### src/rtl/systolic_mac_pe.sv
// Systolic-array processing element: forwards a/b east/south and computes a*b either
// chained onto the neighbour's partial sum or accumulated locally under a clear/drain FSM.
module systolic_mac_pe #(
    parameter int DATA_W = 8,
    parameter int ACC_W  = 20
) (
    input  logic              clk,
    input  logic              rst,
    input  logic              mode,
    input  logic              in_valid,
    input  logic [DATA_W-1:0] a,
    input  logic [DATA_W-1:0] b,
    input  logic [ACC_W-1:0]  c,
    input  logic              clear,
    input  logic              drain,
    output logic [ACC_W-1:0]  out,
    output logic              out_valid,
    output logic [DATA_W-1:0] out_a,
    output logic [DATA_W-1:0] out_b,
    output logic              fwd_valid,
    output logic              ovf,
    output logic              busy
);

    generate
        if (ACC_W < 2 * DATA_W) begin : g_width_check
            $error("systolic_mac_pe: ACC_W must be at least 2*DATA_W");
        end
    endgenerate

    typedef enum logic {IDLE, ACC} state_t;

    state_t               state_reg;
    logic [ACC_W-1:0]     acc_reg;
    logic [2*DATA_W-1:0]  prod;
    logic [ACC_W-1:0]     prod_ext;
    logic [ACC_W:0]       chain_sum;
    logic [ACC_W:0]       acc_sum;
    logic [ACC_W-1:0]     chain_sat;
    logic [ACC_W-1:0]     acc_sat;

    // Sums carry one extra bit; a set carry clamps to all-ones.
    assign prod      = a * b;
    assign prod_ext  = ACC_W'(prod);
    assign chain_sum = {1'b0, c} + {1'b0, prod_ext};
    assign acc_sum   = {1'b0, acc_reg} + {1'b0, prod_ext};
    assign chain_sat = chain_sum[ACC_W] ? {ACC_W{1'b1}} : chain_sum[ACC_W-1:0];
    assign acc_sat   = acc_sum[ACC_W] ? {ACC_W{1'b1}} : acc_sum[ACC_W-1:0];

    assign busy = (state_reg == ACC);

    always_ff @(posedge clk or negedge rst) begin
        if (!rst) begin
            state_reg <= IDLE;
            acc_reg   <= '0;
            out       <= '0;
            out_valid <= 1'b0;
            out_a     <= '0;
            out_b     <= '0;
            fwd_valid <= 1'b0;
            ovf       <= 1'b0;
        end else begin
            out_a     <= a;
            out_b     <= b;
            fwd_valid <= in_valid;
            out_valid <= 1'b0;
            case (state_reg)
                IDLE: begin
                    if (!mode) begin
                        if (in_valid) begin
                            out       <= chain_sat;
                            out_valid <= 1'b1;
                            if (chain_sum[ACC_W]) ovf <= 1'b1;
                        end
                    end else if (clear) begin
                        // The product cannot overflow, so the first term loads directly.
                        acc_reg   <= in_valid ? prod_ext : '0;
                        ovf       <= 1'b0;
                        state_reg <= ACC;
                    end
                end
                ACC: begin
                    // mode is deliberately not looked at here: it only matters in IDLE.
                    if (drain) begin
                        out       <= in_valid ? acc_sat : acc_reg;
                        out_valid <= 1'b1;
                        acc_reg   <= '0;
                        if (clear) begin
                            ovf <= 1'b0;
                        end else begin
                            if (in_valid && acc_sum[ACC_W]) ovf <= 1'b1;
                            state_reg <= IDLE;
                        end
                    end else if (clear) begin
                        acc_reg <= in_valid ? prod_ext : '0;
                        ovf     <= 1'b0;
                    end else if (in_valid) begin
                        acc_reg <= acc_sat;
                        if (acc_sum[ACC_W]) ovf <= 1'b1;
                    end
                end
                default: state_reg <= IDLE;
            endcase
        end
    end

endmodule

### config.mk
export PLATFORM = sky130hd
export DESIGN_NAME = systolic_mac_pe
export DESIGN_NICKNAME = d
export VERILOG_FILES = /design/src/rtl/systolic_mac_pe.sv
export SDC_FILE = /design/constraint.sdc
export NUM_CORES = 1
export LEC_CHECK = 0
export ABC_AREA = 1
export CAP_MARGIN = 20
export CELL_PAD_IN_SITES_DETAIL_PLACEMENT = 0
export CELL_PAD_IN_SITES_GLOBAL_PLACEMENT = 1
export CORE_MARGIN = 5
export CORE_UTILIZATION = 37
export CTS_CLUSTER_SIZE = 25
export DETAILED_ROUTE_END_ITERATION = 12
export GPL_TIMING_DRIVEN = 0
export HOLD_SLACK_MARGIN = 0.02
export PLACE_DENSITY = 0.76
export SLEW_MARGIN = 20
export SYNTH_ARGS = -nofsm -noshare
export SYNTH_HDL_FRONTEND = slang
export SYNTH_SLANG_ARGS = --single-unit
### constraint.sdc
create_clock -name clk -period 2.1 [get_ports clk]
set_input_delay 0.315 -clock clk [delete_from_list [all_inputs] [get_ports clk]]
set_output_delay 0.315 -clock clk [all_outputs]
set_load 0.005 [all_outputs]
After elaboration in Yosys (flattened, before gate mapping)
Cells that the tools add are included.

Register bits after elaboration: 60. Latch bits: 0. RAM bits: 0. Bits in read-only memories: 0. Output and inout port bits: 40. Logic and storage cells: 59. Memories: 0.

Add/sub/neg operators: 2. Multiply operators: 1. Div/mod/pow operators: 0. Magnitude comparators: 0. Equal/unequal tests: 11. Shifts and indexed selects: 0. Muxes and demuxes: 32. Bitwise gates (word level): 1. Reductions and logical operators: 4.

Operator list (count): 20-bit two-way mux (10); 20-bit case mux with 2 select lines (2); 20-bit by 16-bit adder with 21-bit output (2); 8-bit by 8-bit multiplier with 16-bit output (1); 1-bit two-way mux (16); 16-bit two-way mux (1); 2-bit != test, second input constant (5); 3-bit != test, second input constant (3); 4-bit by 3-bit != test with 1-bit output, second input constant (2); 1-bit case mux with 2 select lines (3); 6-bit AND reduction (1); 4-bit != test, second input constant (1); 3-bit AND reduction (1); 2-bit AND reduction (1); 1-bit logical AND (1); 1-bit NOT (1).

Depth between registers and ports, before layout
Depth in word-level cells: 7. Depth in mapped cells: 34. Depth with buffers taken out: 33.

Worst setup path after synthesis
No wires, ideal clock.

Path type: input-to-reg. From: in b[2]. To: reg out[8]. Data arrival time: 5.264 ns. Data required time: 1.983 ns. Path slack: -3.280 ns. Cell stages on the path: 30. Cells stage by stage: clkbuf_1 nand2_1 fa_1 fa_1 inv_1 fa_1 inv_1 fa_1 inv_1 ha_1 nand2_1 inv_1 a21boi_1 o21ai_0 or2_0 and2_1 ha_1 nand2_2 inv_1 a21oi_2 nand2_1 nand2_1 nand3_2 nor2_4 buf_6 nand2_1 o21ai_1 nand2_1 nand2_1 nand2_1.

Cells in the longest elaborated chain, start to end: 6. Elaborated cells between the ends (all ways): 10. Those cells by class: 2 x add/sub; 1 x mul; 7 x mux.

RTL lines: start, declared (line 12) `input logic [DATA_W-1:0] b,`; 8-bit by 8-bit multiplier with 16-bit output (*) (line 43) `assign prod = a * b;`; 20-bit by 16-bit adder with 21-bit output (on tied branches) (line 46, 45); 20-bit two-way mux (on tied branches) (line 48, 47); 20-bit two-way mux (on tied branches); 20-bit two-way mux (on tied branches) (line 84, 69); 20-bit case mux with 2 select lines (*) (line 67) `case (state_reg)`; end signal, assigned (line 71) `out <= chain_sat;`; end signal, assigned (line 85) `out <= in_valid ? acc_sat : acc_reg;`; end, declared (line 16) `output logic [ACC_W-1:0] out,`.

Every way passes the cells marked *; elsewhere a longest branch is shown, timed or not. The select of a mux whose other input is x is not followed. A chain may end at the register's enable or synchronous reset.

Final worst setup path
From: in a[1]. To: reg out[9].

Cells in the longest elaborated chain, start to end: 6. Elaborated cells between the ends (all ways): 10. Those cells by class: 2 x add/sub; 1 x mul; 7 x mux.

RTL lines: start, declared (line 11) `input logic [DATA_W-1:0] a,`; 8-bit by 8-bit multiplier with 16-bit output (*) (line 43); 20-bit by 16-bit adder with 21-bit output (on tied branches) (line 46, 45); 20-bit two-way mux (on tied branches) (line 48, 47); 20-bit two-way mux (on tied branches); 20-bit two-way mux (on tied branches) (line 84, 69); 20-bit case mux with 2 select lines (*) (line 67).

Marks and branches as above.

==> impl_metrics.yaml <==
run_status:
  status: "finished, violations left"
  violations: "setup timing"
clock_tree:
  numCtsBuffers: 9
  cts_buffer_depth: 2
  clk_pin_slew_ns: 0.06
  cts_tree: "built"
  clock_latency_ns: 0.34
  root_buffer: "clkbuf_16"
  cts_sinks: 60
  ctsHtreeMaxLevel: 3
sta:
  final.setup_skew_ns: 0.00742
  hold_viol_final: 0
  whs_ns: 0.0849
  final_max_slew_viol_count: 0
  setup_tns_ns: -119.60
  min_period_over_period_pct: 244
  worst_pin_slew_ns: 0.769
  layout_setup_ws_ns: -3.01
  rsz0062_at_grt: "yes"
  relSlewSlack_pct: 48.8
  setup_violations: 41
  fmax_ghz: 0.196
  fin_crit_ns: 5.11
detailed_routing:
  first_iter_violations: 447
  wl_um: 24700
  via_count: 7728
  ant_nets: 0
  via_per_inst: 4.91
  wl_per_cell_um: 15.7
  drc: 0
  drt_pass1_iterations: 6
yosys:
  yosys.cell_types.count: 39
  synthDominantCellAreaShare_pct: 20.5
  synth-edff-count: 0
  ys_ff_latch: 60
  synth.area.top_cells: "dfrtp_1, nand2_1, ha_1"
  syn-num-nets: 1277
  ys_seq_area_share_pct: 20.5
  avgSynthCellArea_um2: 6.49
  yosys_warnings: 0
  yosysTopAreaCell: "dfrtp_1"
  netlist_area_um2: 7320
  ys.flop_type: "dfrtp_1"
  synthCells: 1128
  synth_async_sr_flop_share_pct: 100
cells_and_area:
  area_delta_synth_final_pct: 49.1
  multiInputGateArea_um2: 6220
  final_common_cell: "nand2_1"
  fillers: 1864
  seqCellArea_um2: 1500
  finish.utilization_pct: 56.1
  drive_gt1_share_pct: 29.3
  layout_common_cells: "nand2_1, inv_1, buf_4"
  design_area_um2: 10900
  fin_cells: 1574
  diodes: 0
  nNetsFinal: 1453
critical_path:
  arrival_ns: 5.35
  criticalPathCategory: "input pin to flop"
  crit_top_cell: "nand2_2"
  cp_max_fo: 7
  crit_path_start: "a[1]"
  cp-end-kind: "flop"
  critical_path.max_stage_delay_ns: 0.53
  worstPathRequired_ns: 2.33
  slowest_stage: "fa_1"
  start_kind: "input pin"
  reg2reg_from: "acc_reg[0]"
floorplan:
  io_pins: 82
  num_rows: 51
  die_area_um2: 22700
  die_y_um: 151
  start_util_pct: 37.6
  dieWidth_um: 151
  design.core.area_um2: 19500
hold_path:
  hp-start: "a[0]"
  worstHoldPathType: "input pin to flop"
power_and_ir_drop:
  ir_drop_mv: 1.00
  p_leak_nw: 5.70
  powerDensity_nw_per_um2: 1810
global_routing:
  overflow: 0
  grt_pass1_wl_um: 39500
  antenna_found_initial: 0
  grt_pass1_vias: 7762
  grt_usage_pct: 22.1
  grt_max_degree: 33
place:
  place_congestion: 0.864
  dp_cells: 1475
  placement.io_buffers: 81
  place_area_um2: 8700
  dp_hpwl_um: 18900
job:
  cap_violations: 0
[path summary, 6_finish.rpt]
check | endpoint | slack, ns | cells past startpoint
worst max register to register | out[10] | -0.45 | 12
worst max-delay path | out[9] | -3.01 | 31
worst min register to register | out[0] | 0.47 | 2
min in group asynchronous | out[19] | 0.45 | 2
worst min-delay path | out_a[0] | 0.08 | 1
max in group asynchronous | acc_reg[4] | 1.12 | 3
[layout make-up]
cell class                      instances  area share (%)
Inverter                              201            6.96
Multi-Input combinational cell        834            57.0
Timing Repair Buffer                  179            15.5
Tap cell                              265            3.04
Clock buffer                           12            2.35
Sequential cell                        60            13.8
Buffer                                 19           0.986
Clock inverter                          4           0.436
[layer usage]
metal	up-vias	track usage, %	share of wire (%)
met4	0	6.71	2.5
met1	3614	27.6	43
met5	-	0	0
met2	204	39.2	50
li1	3868	-	-
met3	42	3.37	4.7
[worst max-delay path: cells and delay by family]
family	cells	cell delay [ns]
simple gates	12	1.27
fa+ha+maj	6	2.35
compound gates	5	0.63
buf+inv	8	0.75
[timing repair]
item | in CTS | in global routing
endpoints found under the hold margin | 28 | 0
gates resized for setup | 276 | 136
cloned | 1 | 0
hold buffers | 1 | 0
endpoints found under the setup margin | 41 | 41
pin swaps | 101 | 95
setup buffers | 68 | 31
[synthesized netlist by cell type (4+ instances only)]
master	count
a21o_1	4
a21oi_1	57
and2_1	6
buf_2	5
clkbuf_1	24
dfrtp_1	60
fa_1	38
ha_1	69
inv_1	199
nand2_1	377
nand3_1	74
nand3b_1	4
nand4_1	9
nor2_1	84
nor3_1	4
o211ai_1	9
o21ai_0	28
o21ai_1	15
o21bai_1	4
or2_2	5
xnor2_1	14
xor2_1	13
[cell families (layout without fill, tap and decap cells)]
family / Yosys count / count (layout) / synth area share [%]
xor gates and xnor gates: 27 / 27 / 3.23
AOI/OAI and AO/OA: 124 / 124 / 9.33
adders and majority gates: 107 / 107 / 22.2
and+or+nand+nor: 576 / 576 / 32.5
DFF: 60 / 60 / 20.5
buffers and inverters: 234 / 415 / 12.2
[stage by stage]
step,worst slack [ns],power [mW]
6_report,-3.01,19.7
5_1_grt,-3.22,21.2
4_1_cts,-3.05,17.7
3_5_place_dp,-4.46,12.5
3_3_place_gp,-4.44,12.5
2_1_floorplan,-2.94,9.52
[where the power goes]
| group | internal, mW | total, mW | switching (mW) | leakage, nW |
|---|---|---|---|---|
| clock network | 0.980 | 1.55 | 0.574 | 0.149 |
| logic | 7.14 | 16.5 | 9.32 | 4.82 |
| registers | 1.45 | 1.71 | 0.256 | 0.734 |
| total | 9.58 | 19.7 | 10.2 | 5.70 |
Note: power is estimated with default switching activity, not from simulation.
